File: src/rtl/cp0_exception_ctrl.sv
// CP0 exception/interrupt/ERET sequencer: serialises the CP0 updates over one write port,
// then stalls, flushes and redirects the pipeline.
module cp0_exception_ctrl #(
    parameter int unsigned WIDTH      = 32,
    parameter logic [WIDTH-1:0] EXC_VECTOR = WIDTH'(32'hBFC00380)
) (
    input  logic             clk,
    input  logic             rst,
    input  logic             slot_valid,
    input  logic             exc_valid,
    input  logic [4:0]       exc_code,
    input  logic [WIDTH-1:0] exc_pc,
    input  logic [WIDTH-1:0] exc_badvaddr,
    input  logic             exc_bd,
    input  logic             eret_valid,
    input  logic [WIDTH-1:0] status_in,
    input  logic [WIDTH-1:0] cause_in,
    input  logic [WIDTH-1:0] epc_in,
    output logic             cp0_we,
    output logic [4:0]       cp0_waddr,
    output logic [WIDTH-1:0] cp0_wdata,
    output logic             stall_req,
    output logic             flush,
    output logic             redirect_valid,
    output logic [WIDTH-1:0] redirect_pc,
    output logic             busy
);

    localparam logic [4:0] REG_BADV   = 5'd8;
    localparam logic [4:0] REG_STATUS = 5'd12;
    localparam logic [4:0] REG_CAUSE  = 5'd13;
    localparam logic [4:0] REG_EPC    = 5'd14;
    localparam logic [4:0] CODE_ADEL  = 5'd4;
    localparam logic [4:0] CODE_ADES  = 5'd5;
    localparam logic [WIDTH-1:0] EXL_MASK = WIDTH'(2);

    typedef enum logic [2:0] {
        IDLE,
        W_EPC,
        W_CAUSE,
        W_BADV,
        W_STATUS,
        W_ERET,
        REDIRECT
    } state_t;

    state_t           state;
    logic [WIDTH-1:0] pc_q;
    logic [WIDTH-1:0] badv_q;
    logic             bd_q;
    logic [4:0]       code_q;

    logic int_pending;
    logic accept;
    logic take_eret;
    logic in_write;

    // Interrupt only when enabled, unmasked and not already at exception level.
    assign int_pending = (|(cause_in[15:8] & status_in[15:8])) & status_in[0] & ~status_in[1];
    assign accept      = (state == IDLE) & slot_valid & (int_pending | exc_valid | eret_valid);
    assign take_eret   = ~int_pending & ~exc_valid & eret_valid;
    assign in_write    = (state == W_EPC) | (state == W_CAUSE) | (state == W_BADV) |
                         (state == W_STATUS) | (state == W_ERET);

    // Stall starts in the accept cycle itself and releases when the redirect is issued.
    assign stall_req = ~rst & (accept | in_write);

    // Sequencer state plus registered flush/redirect/busy outputs.
    always_ff @(posedge clk or posedge rst) begin
        if (rst) begin
            state          <= IDLE;
            pc_q           <= '0;
            badv_q         <= '0;
            bd_q           <= 1'b0;
            code_q         <= 5'd0;
            flush          <= 1'b0;
            redirect_valid <= 1'b0;
            redirect_pc    <= '0;
            busy           <= 1'b0;
        end else begin
            case (state)
                IDLE: begin
                    if (accept) begin
                        pc_q   <= exc_pc;
                        badv_q <= exc_badvaddr;
                        bd_q   <= exc_bd;
                        code_q <= int_pending ? 5'd0 : (exc_valid ? exc_code : 5'd0);
                        state  <= take_eret ? W_ERET : W_EPC;
                        flush  <= 1'b1;
                        busy   <= 1'b1;
                    end
                end
                W_EPC:   state <= W_CAUSE;
                W_CAUSE: state <= ((code_q == CODE_ADEL) || (code_q == CODE_ADES)) ? W_BADV : W_STATUS;
                W_BADV:  state <= W_STATUS;
                W_STATUS: begin
                    state          <= REDIRECT;
                    redirect_valid <= 1'b1;
                    redirect_pc    <= EXC_VECTOR;
                end
                W_ERET: begin
                    state          <= REDIRECT;
                    redirect_valid <= 1'b1;
                    redirect_pc    <= epc_in;
                end
                REDIRECT: begin
                    state          <= IDLE;
                    redirect_valid <= 1'b0;
                    redirect_pc    <= '0;
                    flush          <= 1'b0;
                    busy           <= 1'b0;
                end
                default: state <= IDLE;
            endcase
        end
    end

    // Write port decoded from the state register; Status/Cause are read live so
    // earlier writes in the sequence are already reflected.
    always_comb begin
        cp0_we    = 1'b0;
        cp0_waddr = 5'd0;
        cp0_wdata = '0;
        case (state)
            W_EPC: begin
                cp0_we    = 1'b1;
                cp0_waddr = REG_EPC;
                cp0_wdata = bd_q ? (pc_q - WIDTH'(4)) : pc_q;
            end
            W_CAUSE: begin
                cp0_we    = 1'b1;
                cp0_waddr = REG_CAUSE;
                cp0_wdata = {bd_q, cause_in[WIDTH-2:7], code_q, 2'b00};
            end
            W_BADV: begin
                cp0_we    = 1'b1;
                cp0_waddr = REG_BADV;
                cp0_wdata = badv_q;
            end
            W_STATUS: begin
                cp0_we    = 1'b1;
                cp0_waddr = REG_STATUS;
                cp0_wdata = status_in | EXL_MASK;
            end
            W_ERET: begin
                cp0_we    = 1'b1;
                cp0_waddr = REG_STATUS;
                cp0_wdata = status_in & ~EXL_MASK;
            end
            default: ;
        endcase
    end

    logic unused_cause_bits;
    assign unused_cause_bits = ^{cause_in[WIDTH-1], cause_in[6:0]};

endmodule

File: config.mk
export PLATFORM = sky130hd
export DESIGN_NAME = cp0_exception_ctrl
export DESIGN_NICKNAME = d
export VERILOG_FILES = /design/src/rtl/cp0_exception_ctrl.sv
export SDC_FILE = /design/constraint.sdc
export NUM_CORES = 1
export LEC_CHECK = 0
export BUFFER_PORTS_ARGS = -buffer_cell sky130_fd_sc_hd__buf_2
export CELL_PAD_IN_SITES_DETAIL_PLACEMENT = 1
export CELL_PAD_IN_SITES_GLOBAL_PLACEMENT = 2
export CORE_MARGIN = 2
export CORE_UTILIZATION = 30
export CTS_CLUSTER_SIZE = 30
export DETAILED_ROUTE_END_ITERATION = 12
export PLACE_DENSITY = 0.91
export REMOVE_ABC_BUFFERS = 1
export SLEW_MARGIN = 20
export SYNTH_ARGS = -nofsm -noshare
export SYNTH_HDL_FRONTEND = slang
export SYNTH_SLANG_ARGS = --single-unit
File: constraint.sdc
create_clock -name clk -period 5.5 [get_ports clk]
set_clock_uncertainty 0.05 [all_clocks]
set_input_delay 0.825 -clock clk [delete_from_list [all_inputs] [get_ports clk]]
set_output_delay 0.825 -clock clk [all_outputs]
set_load 0.05 [all_outputs]
==> results.rst, run 1 <==
.. list-table::
   :header-rows: 1

   * - Metric
     - Value
   * - Status
     - complete, no violations
   * - Total of flip-flops plus latches after synthesis
     - 107
   * - Type of the most critical hold path
     - reg -> reg
   * - Clock buffer count from CTS
     - 9
   * - Die Ht
     - 139 um
   * - WHS
     - 0.421 ns
   * - Worst Path Class, Setup
     - reg -> out
   * - Core footprint
     - 18000 um2
   * - Total Power Consumption
     - 4.71 mW
   * - Routability congestion estimate from global placement
     - 0.770
   * - Worst Hold Launch
     - redirect_pc[22]
   * - Worst relative slew slack
     - 36.6%
   * - Hold Crit Endpoint
     - redirect_pc[22]
   * - Top-count cell post-synth
     - dfrtp_1
   * - Stage delay of the slowest cell on the critical path
     - 0.71 ns
   * - Highest clock frequency the design can meet
     - 248 MHz
   * - Io pins
     - 245
   * - CP Capture Type
     - primary output
   * - Critical-path top delay cell
     - nand4_1
   * - Seq. cell area
     - 2680 um2
   * - CP Max Fanout
     - 11
   * - CTS H-Tree Depth
     - 3
   * - End of the worst register-to-register path
     - pc_q[23]
   * - Final setup vio count
     - 0
   * - Ratio of total power to cell area
     - 654 nW/um2
   * - Fin worst setup slack
     - 1.46 ns
   * - RSZ-0062 raised after global routing
     - no
   * - Buffers from clock root to sink, at most
     - 2
   * - Synthesized instance count
     - 500
   * - Async set or reset register ratio after synthesis
     - 100%
   * - Setup tns final
     - 0 ns
   * - Library cell occupying the most area in the post-synthesis netlist
     - dfrtp_1
   * - Sequential element share of the synthesized area
     - 48.6%
   * - Post-Place Worst Slack
     - 1.83 ns
   * - First element of the critical path
     - pc_q[7]
   * - Arrival @ worst endpoint
     - 3.16 ns
   * - Placement-stage cell area
     - 6900 um2
   * - Startpoint of the worst-slack reg-to-reg timing path
     - state[0]
   * - Number of clock sinks
     - 107
   * - Minimum period implied by the final worst setup slack
     - 4.04 ns
   * - Chain of cells forming the critical path
     - nor4_2 -> nand4_1 -> or3_1 -> xor2_1 -> o221ai_1 -> buf_2
   * - Total standard cell area after synthesis
     - 5500 um2
   * - TritonRoute pass-1 iters
     - 4
   * - Fraction of layout cells with a size suffix above 1
     - 46.4%
   * - Tightest Pin Transition
     - 0.951 ns
   * - Routed WL
     - 18000 um
   * - Number of buffers inserted by post-CTS setup repair
     - 0
   * - Count of placed standard cells in the final layout, fillers left out
     - 957
   * - Hold Fails Final Rpt
     - 0
   * - Number of DRC markers in iteration 0
     - 191
   * - Quantity of hold-fixing buffers added after cts
     - 0
   * - Number of design rule violations left after detail routing
     - 0
   * - Initial core utilization
     - 30.6%
   * - Fin util
     - 40.1%
   * - Synth top area share
     - 48.6%
   * - Final Cell Area
     - 7200 um2
   * - Worst Hold Depth
     - 2
   * - Synth top cells by count
     - dfrtp_1, mux2_2, nand2_1, mux2i_1, nor2_1
   * - Clock insertion delay at the later pin of the skew report
     - 0.36 ns
   * - Count of instances resized after the clock tree is built
     - 0
   * - Clock tree root buffer cell
     - clkbuf_16
   * - Largest net degree at the start of global routing
     - 75
   * - LEAKAGE
     - 3.37 nW
   * - Overall Global Routing Usage
     - 18.7%
   * - Detail Placement HPWL
     - 13300 um
   * - Number of enable flip-flop cells after synthesis
     - 0
   * - Port Buf Inserts
     - 235
   * - Total area of multi-input combinational cells
     - 2670 um2
   * - Count of pins over their slew limit
     - 0
   * - Startpoint Class
     - flop
   * - Row count
     - 49
   * - Final #Nets
     - 893
   * - Post-placement cell count
     - 939
   * - Antenna violations before repair
     - 4
   * - Routed vias
     - 4787
   * - Worst-path clk slew
     - 0.07 ns
   * - Required @ worst endpoint
     - 4.62 ns
   * - Ratio of routed vias to standard cells
     - 5.00
   * - Mapped Avg Cell Area
     - 11.0 um2
   * - Worst reg-to-reg path cell count
     - 6
   * - Leftover overflow at the end of global routing
     - 0
   * - Yosys warnings
     - 0
   * - CTS tree
     - built
   * - Area delta synth->final
     - 30.8%
   * - Filler cell count
     - 2105
   * - Global-route wire length before repair
     - 28400 um
   * - Number of global-route vias before repair
     - 5086
   * - Cells taking the most area after synthesis
     - dfrtp_1, mux2_2, mux2i_1
   * - Number of different library cells in the post-synthesis netlist
     - 44
   * - Die width
     - 139 um
   * - Reg2reg setup slack
     - 2.47 ns
   * - Period Utilization, post-route
     - 73.4%
   * - Routed wire length per instance
     - 18.8 um
   * - Max-cap viol count
     - 0
   * - Remaining number of nets flagged by the antenna check after routing
     - 0
   * - Main synth FF type
     - dfrtp_1
   * - Highest ir drop seen on vdd
     - 0.506 mV
   * - Full die area
     - 19400 um2
==> kinds of logic after synthesis <==
family          synth area share [%]
simple gates                    11.7
flops                           48.6
compound gates                  13.0
mux                             18.7
buf+inv                         3.07
xor+xnor                        4.61
fa+ha+maj                      0.227
other cells                   0.0681
==> critical path: cells and delay by family, from the launching register on <==
family          cells  cell delay, ns
simple gates        3            1.72
flops               1            0.45
buf+inv             1            0.30
compound gates      1            0.19
xor+xnor            1            0.15
==> area by class of cell <==
type                       instances  share of cell area, %
tap                              229                   3.98
antenna                            2                 0.0695
timing repair buffer             243                   17.2
clock inverter                     7                  0.921
clock buffer                       9                   3.13
sequential                       107                   37.2
multi-input combinational        353                   37.1
inverter                           7                  0.400
==> where the power goes <==
part / total, mW / internal [mW] / switching (mW) / leakage [nW]
Sequential: 1.48 / 1.15 / 0.331 / 1.31
Combinational: 2.57 / 0.835 / 1.73 / 1.92
Clock: 0.661 / 0.321 / 0.340 / 0.138
==> worst max-delay path by stage <==
stage | to | slack [ns] | cells after the start
floorplan | stall_req | 0.61 | 5
global placement | cp0_wdata[13] | 1.86 | 6
detailed placement | cp0_wdata[13] | 1.83 | 6
CTS | cp0_wdata[13] | 1.41 | 6
global route | cp0_wdata[13] | 1.25 | 6
finish | cp0_wdata[13] | 1.46 | 6
==> cells in the final DEF, fill, tap and decap left out, types with 9 or more instances in the layout <==
master,n
nor2_1,27
o21ai_0,21
a21oi_1,19
buf_2,235
mux2i_1,31
a22o_1,25
nor3_1,10
xnor2_1,22
nand2_1,53
clkbuf_16,9
mux2_2,62
dfrtp_1,106
o221ai_1,16
==> flip-flops by register name, summed over array words and instances (netlist names) <==
| signal | flops |
|---|---|
| badv_q | 32 |
| pc_q | 32 |
| busy | 1 |
| bd_q | 1 |
| redirect_pc | 32 |
| state | 3 |
| redirect_valid | 1 |
| code_q | 5 |
==> per-layer routing <==
layer | global-route usage [%] | wire (um) | vias to the layer above
li1 | - | - | 2252
met1 | 24.4 | 7980 | 2365
met2 | 30.2 | 8570 | 139
met3 | 4.78 | 1020 | 27
met4 | 6.38 | 393 | 4
met5 | 0 | 24 | -
No activity file was read; power rests on OpenSTA's default activity.
==> run 2, diff against run 1 <==
CORE_UTILIZATION = 26   (was 30)
PLACE_DENSITY = 0.85   (was 0.91)
clock period = 3.7 ns   (was 5.5 ns; I/O delays follow)
==> run 2 against run 1 <==
  * Die area up 15%
  * Total power up 51%
  * Clock power rose by 53%
  * Count of clock-buffer cells in the layout is 2 higher
  * Sequential power increased by 49%
  * Critical path type unchanged
  * Largest power group unchanged
  * Highest routed layer unchanged
==> results.rst, run 2 (synthesis gave the netlist of run 1 again) <==
.. list-table::
   :header-rows: 1

   * - Metric
     - Value
   * - Fraction of layout cells with a size suffix above 1
     - 46.6% (+0.23 points)
   * - CTS H-Tree Depth
     - 3 (unchanged)
   * - Largest net degree at the start of global routing
     - 69 (-8.0%)
   * - Full die area
     - 22300 um2 (+15%)
   * - Remaining number of nets flagged by the antenna check after routing
     - 0 (unchanged)
   * - CP Max Fanout
     - 10 (-1)
   * - Buffers from clock root to sink, at most
     - 2 (unchanged)
   * - Row count
     - 53 (+8.2%)
   * - Most used cells in the layout excluding fill and tap cells
     - buf_2, dfrtp_1, mux2_2
   * - Chain of cells forming the critical path
     - nor4_2 -> nand4_2 -> or4_1 -> xor2_1 -> o221ai_1 -> buf_2
   * - Number of DRC markers in iteration 0
     - 121 (-37%)
   * - Inserted Diodes
     - 0 (-2)
   * - Clock insertion delay at the later pin of the skew report
     - 0.35 ns (about the same)
   * - Count of instances resized after the clock tree is built
     - 0 (unchanged)
   * - Fraction of power consumed by the clock network
     - 14.2% (+0.2 points)
   * - Leftover overflow at the end of global routing
     - 0 (unchanged)
   * - Worst Path Class, Setup
     - reg -> out
   * - Number of design rule violations left after detail routing
     - 0 (unchanged)
   * - Clock tree root buffer cell
     - clkbuf_16
   * - Minimum period implied by the final worst setup slack
     - 3.30 ns
   * - Period Utilization, post-route
     - 89.1%
   * - Post-Place Worst Slack
     - 0.742 ns (-1.08 ns)
   * - Largest registers
     - badv_q x32, pc_q x32, redirect_pc x32
   * - Share of total power consumed by net switching
     - 49.9% (-1.1 points)
   * - Routability congestion estimate from global placement
     - 0.745 (-3.2%)
   * - Commonest non-fill, non-tap cell in the layout
     - buf_2
   * - Detail Placement HPWL
     - 13300 um (-0.20%)
   * - Internal power component
     - 3.55 mW (+54%)
   * - Tightest Pin Transition
     - 0.778 ns (-0.173 ns)
   * - Max-cap viol count
     - 0 (unchanged)
   * - Highest ir drop seen on vdd
     - 0.326 mV (-36%)
   * - Port Buf Inserts
     - 235 (unchanged)
   * - Core footprint
     - 20900 um2 (+16%)
   * - Portion of total power attributed to combinational logic
     - 54.8% (+0.3 points)
   * - Fin worst setup slack
     - 0.405 ns (-1.06 ns)
   * - Critical-path top delay cell
     - or4_1
   * - Seq pwr share
     - 31.0% (-0.4 points)
   * - WHS
     - 0.303 ns (-0.118 ns)
   * - Ratio of total power to cell area
     - 967 nW/um2 (+48%)
   * - Status
     - complete, no violations
   * - Final setup vio count
     - 0 (unchanged)
   * - Ratio of routed vias to standard cells
     - 4.70 (-6.1%)
   * - Number of clock sinks
     - 107 (unchanged)
   * - Final #Nets
     - 898 (+0.56%)
   * - Number of buffers inserted by post-CTS setup repair
     - 0 (unchanged)
   * - Number of global-route vias before repair
     - 4998 (-1.7%)
   * - Hold Fails Final Rpt
     - 0 (unchanged)
   * - Stage delay of the slowest cell on the critical path
     - 0.53 ns (-0.18 ns)
   * - Area delta synth->final
     - 33.3%
   * - Die Ht
     - 149 um (+7.2%)
   * - Highest clock frequency the design can meet
     - 303 MHz
   * - Final Cell Area
     - 7340 um2 (+1.9%)
   * - CTS tree
     - built
   * - Routed wire length per instance
     - 17.9 um (-4.8%)
   * - Count of pins over their slew limit
     - 0 (unchanged)
   * - Routed WL
     - 18000 um (about the same)
   * - Fin util
     - 35.1% (-4.9 points)
   * - Clock buffer count from CTS
     - 9 (unchanged)
   * - TritonRoute pass-1 iters
     - 4 (unchanged)
   * - LEAKAGE
     - 3.41 nW (+1.3%)
   * - Switching Power
     - 3.54 mW (+47%)
   * - Routed vias
     - 4725 (-1.3%)
   * - Arrival @ worst endpoint
     - 2.69 ns (-0.47 ns)
   * - Required @ worst endpoint
     - 3.09 ns (-1.53 ns)
   * - Type of the most critical hold path
     - in -> async
   * - Filler cell count
     - 2444 (+16%)
   * - Quantity of hold-fixing buffers added after cts
     - 0 (unchanged)
   * - Worst-path clk slew
     - 0.07 ns (about the same)
   * - Initial core utilization
     - 26.3% (-4.3 points)
   * - Placement-stage cell area
     - 7030 um2 (+1.9%)
   * - Worst relative slew slack
     - 48.1% (+12 points)
   * - Antenna violations before repair
     - 1 (-3)
   * - CP Capture Type
     - primary output
   * - Die width
     - 149 um (+7.2%)
   * - Total Power Consumption
     - 7.09 mW (+51%)
   * - Startpoint Class
     - flop
   * - Overall Global Routing Usage
     - 16.3% (-2.4 points)
   * - Global-route wire length before repair
     - 28000 um (-1.4%)
   * - RSZ-0062 raised after global routing
     - no
   * - Io pins
     - 245 (unchanged)
## run 2: cell types whose count changed in the layout (fill, tap and decap cells not counted), sizes merged
cell	before	now
clkinvlp	2	1
clkinv	1	2
clkbuf	9	11
bufinv	0	1
buf	243	248
inv	11	8
diode	2	0
## run 2: power by group through the flow
stage               Clock, mW  Sequential, mW  Combinational [mW]
finish                   1.01            2.20                3.89
global route             1.09            2.29                4.18
CTS                      1.05            2.21                3.94
detailed placement          0            2.23                3.93
global placement            0            2.20                3.88
floorplan                   0            2.63                2.40
## run 2: metal layers
layer / vias to the layer above / track usage [%] / part of all wire [%]
met5: - / 0 / 0.072
met4: 2 / 2.67 / 0.58
met3: 9 / 4.66 / 5.9
met2: 121 / 27.6 / 50
met1: 2334 / 20.9 / 43
li1: 2259 / - / -
## run 2: critical path: cells and delay by family, from the launching register on
kind                   cells  cell delay (ns)
buffers and inverters      1             0.30
AO/OA/AOI/OAI              1             0.16
flip-flops                 1             0.44
AND/OR/NAND/NOR            3             1.28
XOR/XNOR                   1             0.16
## run 2: final timing paths
| kind | from | end | slack (ns) | cells after the start |
|---|---|---|---|---|
| worst max-delay path | pc_q[7] | cp0_wdata[14] | 0.40 | 6 |
| worst min-delay path | rst | code_q[4] | 0.30 | 2 |
| worst max register to register | state[0] | badv_q[26] | 1.24 | 5 |
| worst min register to register | redirect_pc[29] | redirect_pc[29] | 0.42 | 2 |
| max in group asynchronous | rst | pc_q[31] | 2.51 | 3 |
| min in group clk | exc_pc[3] | pc_q[3] | 0.36 | 3 |
## run 2: through the flow
step           TNS (ns)  cells
4_1_cts               0   1006
3_5_place_dp          0    990
6_report              0   1006
3_3_place_gp          0    990
2_1_floorplan    -11.88    467
5_1_grt               0   1006
## run 2: area by class of cell
| class | instances | area [um2] | area share (%) |
|---|---|---|---|
| clock buffer | 11 | 243 | 3.31 |
| tap | 275 | 344 | 4.69 |
| clock inverter | 5 | 60.1 | 0.819 |
| timing repair buffer | 248 | 1310 | 17.9 |
| inverter | 7 | 28.8 | 0.392 |
| sequential | 107 | 2680 | 36.5 |
| multi-input combinational | 353 | 2670 | 36.4 |
==> run 3, diff against run 2 <==
CORE_UTILIZATION = 28   (was 26)
PLACE_DENSITY = 0.87   (was 0.85)
clock period = 3.3 ns   (was 3.7 ns; I/O delays follow)
==> run 3 against run 2 <==
  * First-iteration DRC count is 11% higher
  * Die area shrank 7.0%
  * Critical path depth stayed put
  * Worst hold slack lost 0.12 ns
  * Register-to-register slack worse by 0.16 ns
  * Largest cell class unchanged
  * Highest routed layer unchanged
==> results.rst, run 3 (synthesis gave the netlist of run 1 again) <==
.. list-table::
   :header-rows: 1

   * - Metric
     - Value
   * - Status
     - complete, no violations
   * - WHS
     - 0.184 ns (-0.119 ns)
   * - Minimum period implied by the final worst setup slack
     - 3.09 ns
   * - Largest registers
     - badv_q x32, pc_q x32, redirect_pc x32
   * - Routed WL
     - 18300 um (+1.4%)
   * - End of the worst register-to-register path
     - pc_q[23]
   * - Buffers from clock root to sink, at most
     - 2 (unchanged)
   * - Antenna violations before repair
     - 5 (+4)
   * - Routed vias
     - 4829 (+2.2%)
   * - RSZ-0062 raised after global routing
     - no
   * - Startpoint of the worst-slack reg-to-reg timing path
     - state[2]
   * - Die Ht
     - 144 um (-3.5%)
   * - Total Power Consumption
     - 7.94 mW (+12%)
   * - Clock insertion delay at the later pin of the skew report
     - 0.35 ns (about the same)
   * - Most used cells in the layout excluding fill and tap cells
     - buf_2, dfrtp_1, mux2_2
   * - Highest clock frequency the design can meet
     - 323 MHz
   * - Arrival @ worst endpoint
     - 2.55 ns (-0.14 ns)
   * - CP Capture Type
     - primary output
   * - Area delta synth->final
     - 33.5%
   * - Hold Fails Final Rpt
     - 0 (unchanged)
   * - Count of instances resized after the clock tree is built
     - 0 (unchanged)
   * - Core footprint
     - 19400 um2 (-7.1%)
   * - Tightest Pin Transition
     - 0.959 ns (+0.181 ns)
   * - Post-placement cell count
     - 983 (-0.71%)
   * - Worst reg-to-reg path cell count
     - 5 (unchanged)
   * - CTS H-Tree Depth
     - 3 (unchanged)
   * - Final #Nets
     - 903 (+0.56%)
   * - Post-Place Worst Slack
     - 0.283 ns (-0.460 ns)
   * - CP endpoint
     - cp0_wdata[30]
   * - Number of DRC markers in iteration 0
     - 134 (+11%)
   * - Setup tns final
     - 0 ns (unchanged)
   * - Fin worst setup slack
     - 0.207 ns (-0.198 ns)
   * - Worst-path clk slew
     - 0.08 ns (about the same)
   * - Remaining number of nets flagged by the antenna check after routing
     - 0 (unchanged)
   * - Max-cap viol count
     - 0 (unchanged)
   * - Leftover overflow at the end of global routing
     - 0 (unchanged)
   * - Die width
     - 144 um (-3.5%)
   * - First element of the critical path
     - pc_q[24]
   * - Clock tree root buffer cell
     - clkbuf_16
   * - Detail Placement HPWL
     - 13700 um (+2.8%)
   * - Worst Path Class, Setup
     - reg -> out
   * - Commonest non-fill, non-tap cell in the layout
     - buf_2
   * - CTS tree
     - built
   * - Routed wire length per instance
     - 18.2 um (+1.8%)
   * - Global-route wire length before repair
     - 28000 um (about the same)
   * - Highest ir drop seen on vdd
     - 0.392 mV (+20%)
   * - TritonRoute pass-1 iters
     - 4 (unchanged)
   * - Fraction of layout cells with a size suffix above 1
     - 47.1% (+0.43 points)
   * - LEAKAGE
     - 3.43 nW (+0.50%)
   * - Port Buf Inserts
     - 235 (unchanged)
   * - Number of global-route vias before repair
     - 5035 (+0.74%)
   * - Io pins
     - 245 (unchanged)
   * - Count of placed standard cells in the final layout, fillers left out
     - 1002 (-0.40%)
   * - Fin util
     - 37.9% (+2.8 points)
   * - Full die area
     - 20800 um2 (-7.0%)
   * - Row count
     - 51 (-3.8%)
   * - CP Max Fanout
     - 5 (-5)
   * - Routability congestion estimate from global placement
     - 0.778 (+4.4%)
   * - Number of design rule violations left after detail routing
     - 0 (unchanged)
   * - Final setup vio count
     - 0 (unchanged)
   * - Type of the most critical hold path
     - in -> async
   * - Count of pins over their slew limit
     - 0 (unchanged)
   * - Overall Global Routing Usage
     - 17.7% (+1.4 points)
   * - Placement-stage cell area
     - 7030 um2 (about the same)
   * - Period Utilization, post-route
     - 93.7%
   * - Ratio of total power to cell area
     - 1080 nW/um2 (+12%)
   * - Ratio of routed vias to standard cells
     - 4.82 (+2.6%)
   * - Startpoint Class
     - flop
   * - Worst relative slew slack
     - 36.0% (-12 points)
   * - Number of clock sinks
     - 107 (unchanged)
   * - Largest net degree at the start of global routing
     - 69 (unchanged)
   * - Reg2reg setup slack
     - 1.08 ns (-0.16 ns)
   * - Required @ worst endpoint
     - 2.75 ns (-0.34 ns)
   * - Final Cell Area
     - 7350 um2 (+0.19%)
   * - Initial core utilization
     - 28.4% (+2.0 points)
   * - Clock buffer count from CTS
     - 9 (unchanged)
## run 3: area by class of cell
cell class,instances,area (um2)
Clock inverter,6,73.8
Clock buffer,9,225
Timing Repair Buffer,253,1340
Antenna cell,2,5.00
Sequential cell,107,2680
Multi-Input combinational cell,353,2670
Inverter,7,28.8
Tap cell,265,332
Fill cell,2262,12000
## run 3: worst max-delay path: stages (launching register included)
cell and delay, ns:
dfrtp_1 0.43, or4_4 0.58, or4_4 0.46, nor3_2 0.15
xnor2_1 0.09, o21ai_1 0.19, buf_2 0.30
## run 3: worst min-delay path by stage
stage / start / endpoint / cells after the start
6_report: rst / badv_q[6] / 2
5_1_grt: rst / badv_q[6] / 2
4_1_cts: rst / redirect_pc[0] / 2
3_5_place_dp: redirect_pc[22] / redirect_pc[22] / 2
3_3_place_gp: redirect_pc[31] / redirect_pc[31] / 2
2_1_floorplan: badv_q[0] / badv_q[0] / 1
## run 3: routing by layer
metal | vias to the layer above | track usage (%) | part of all wire [%] | wire (um)
met5 | - | 0 | 0.071 | 13
met4 | 2 | 5.11 | 1.5 | 280
met3 | 17 | 4.54 | 5.8 | 1060
met2 | 122 | 29.7 | 49 | 9000
met1 | 2399 | 22.5 | 43 | 7900
li1 | 2289 | - | - | -
## run 3: repair_timing
| item | in CTS | in global routing |
|---|---|---|
| endpoints found under the setup margin | 8 | 0 |
| setup buffers | 2 | 0 |
| hold buffers | 0 | 0 |
## run 3: where the power goes
group          internal (mW)  leakage (nW)  switching [mW]
clock                  0.597         0.147           0.532
combinational           1.44          1.97            2.95
sequential              1.92          1.31           0.500
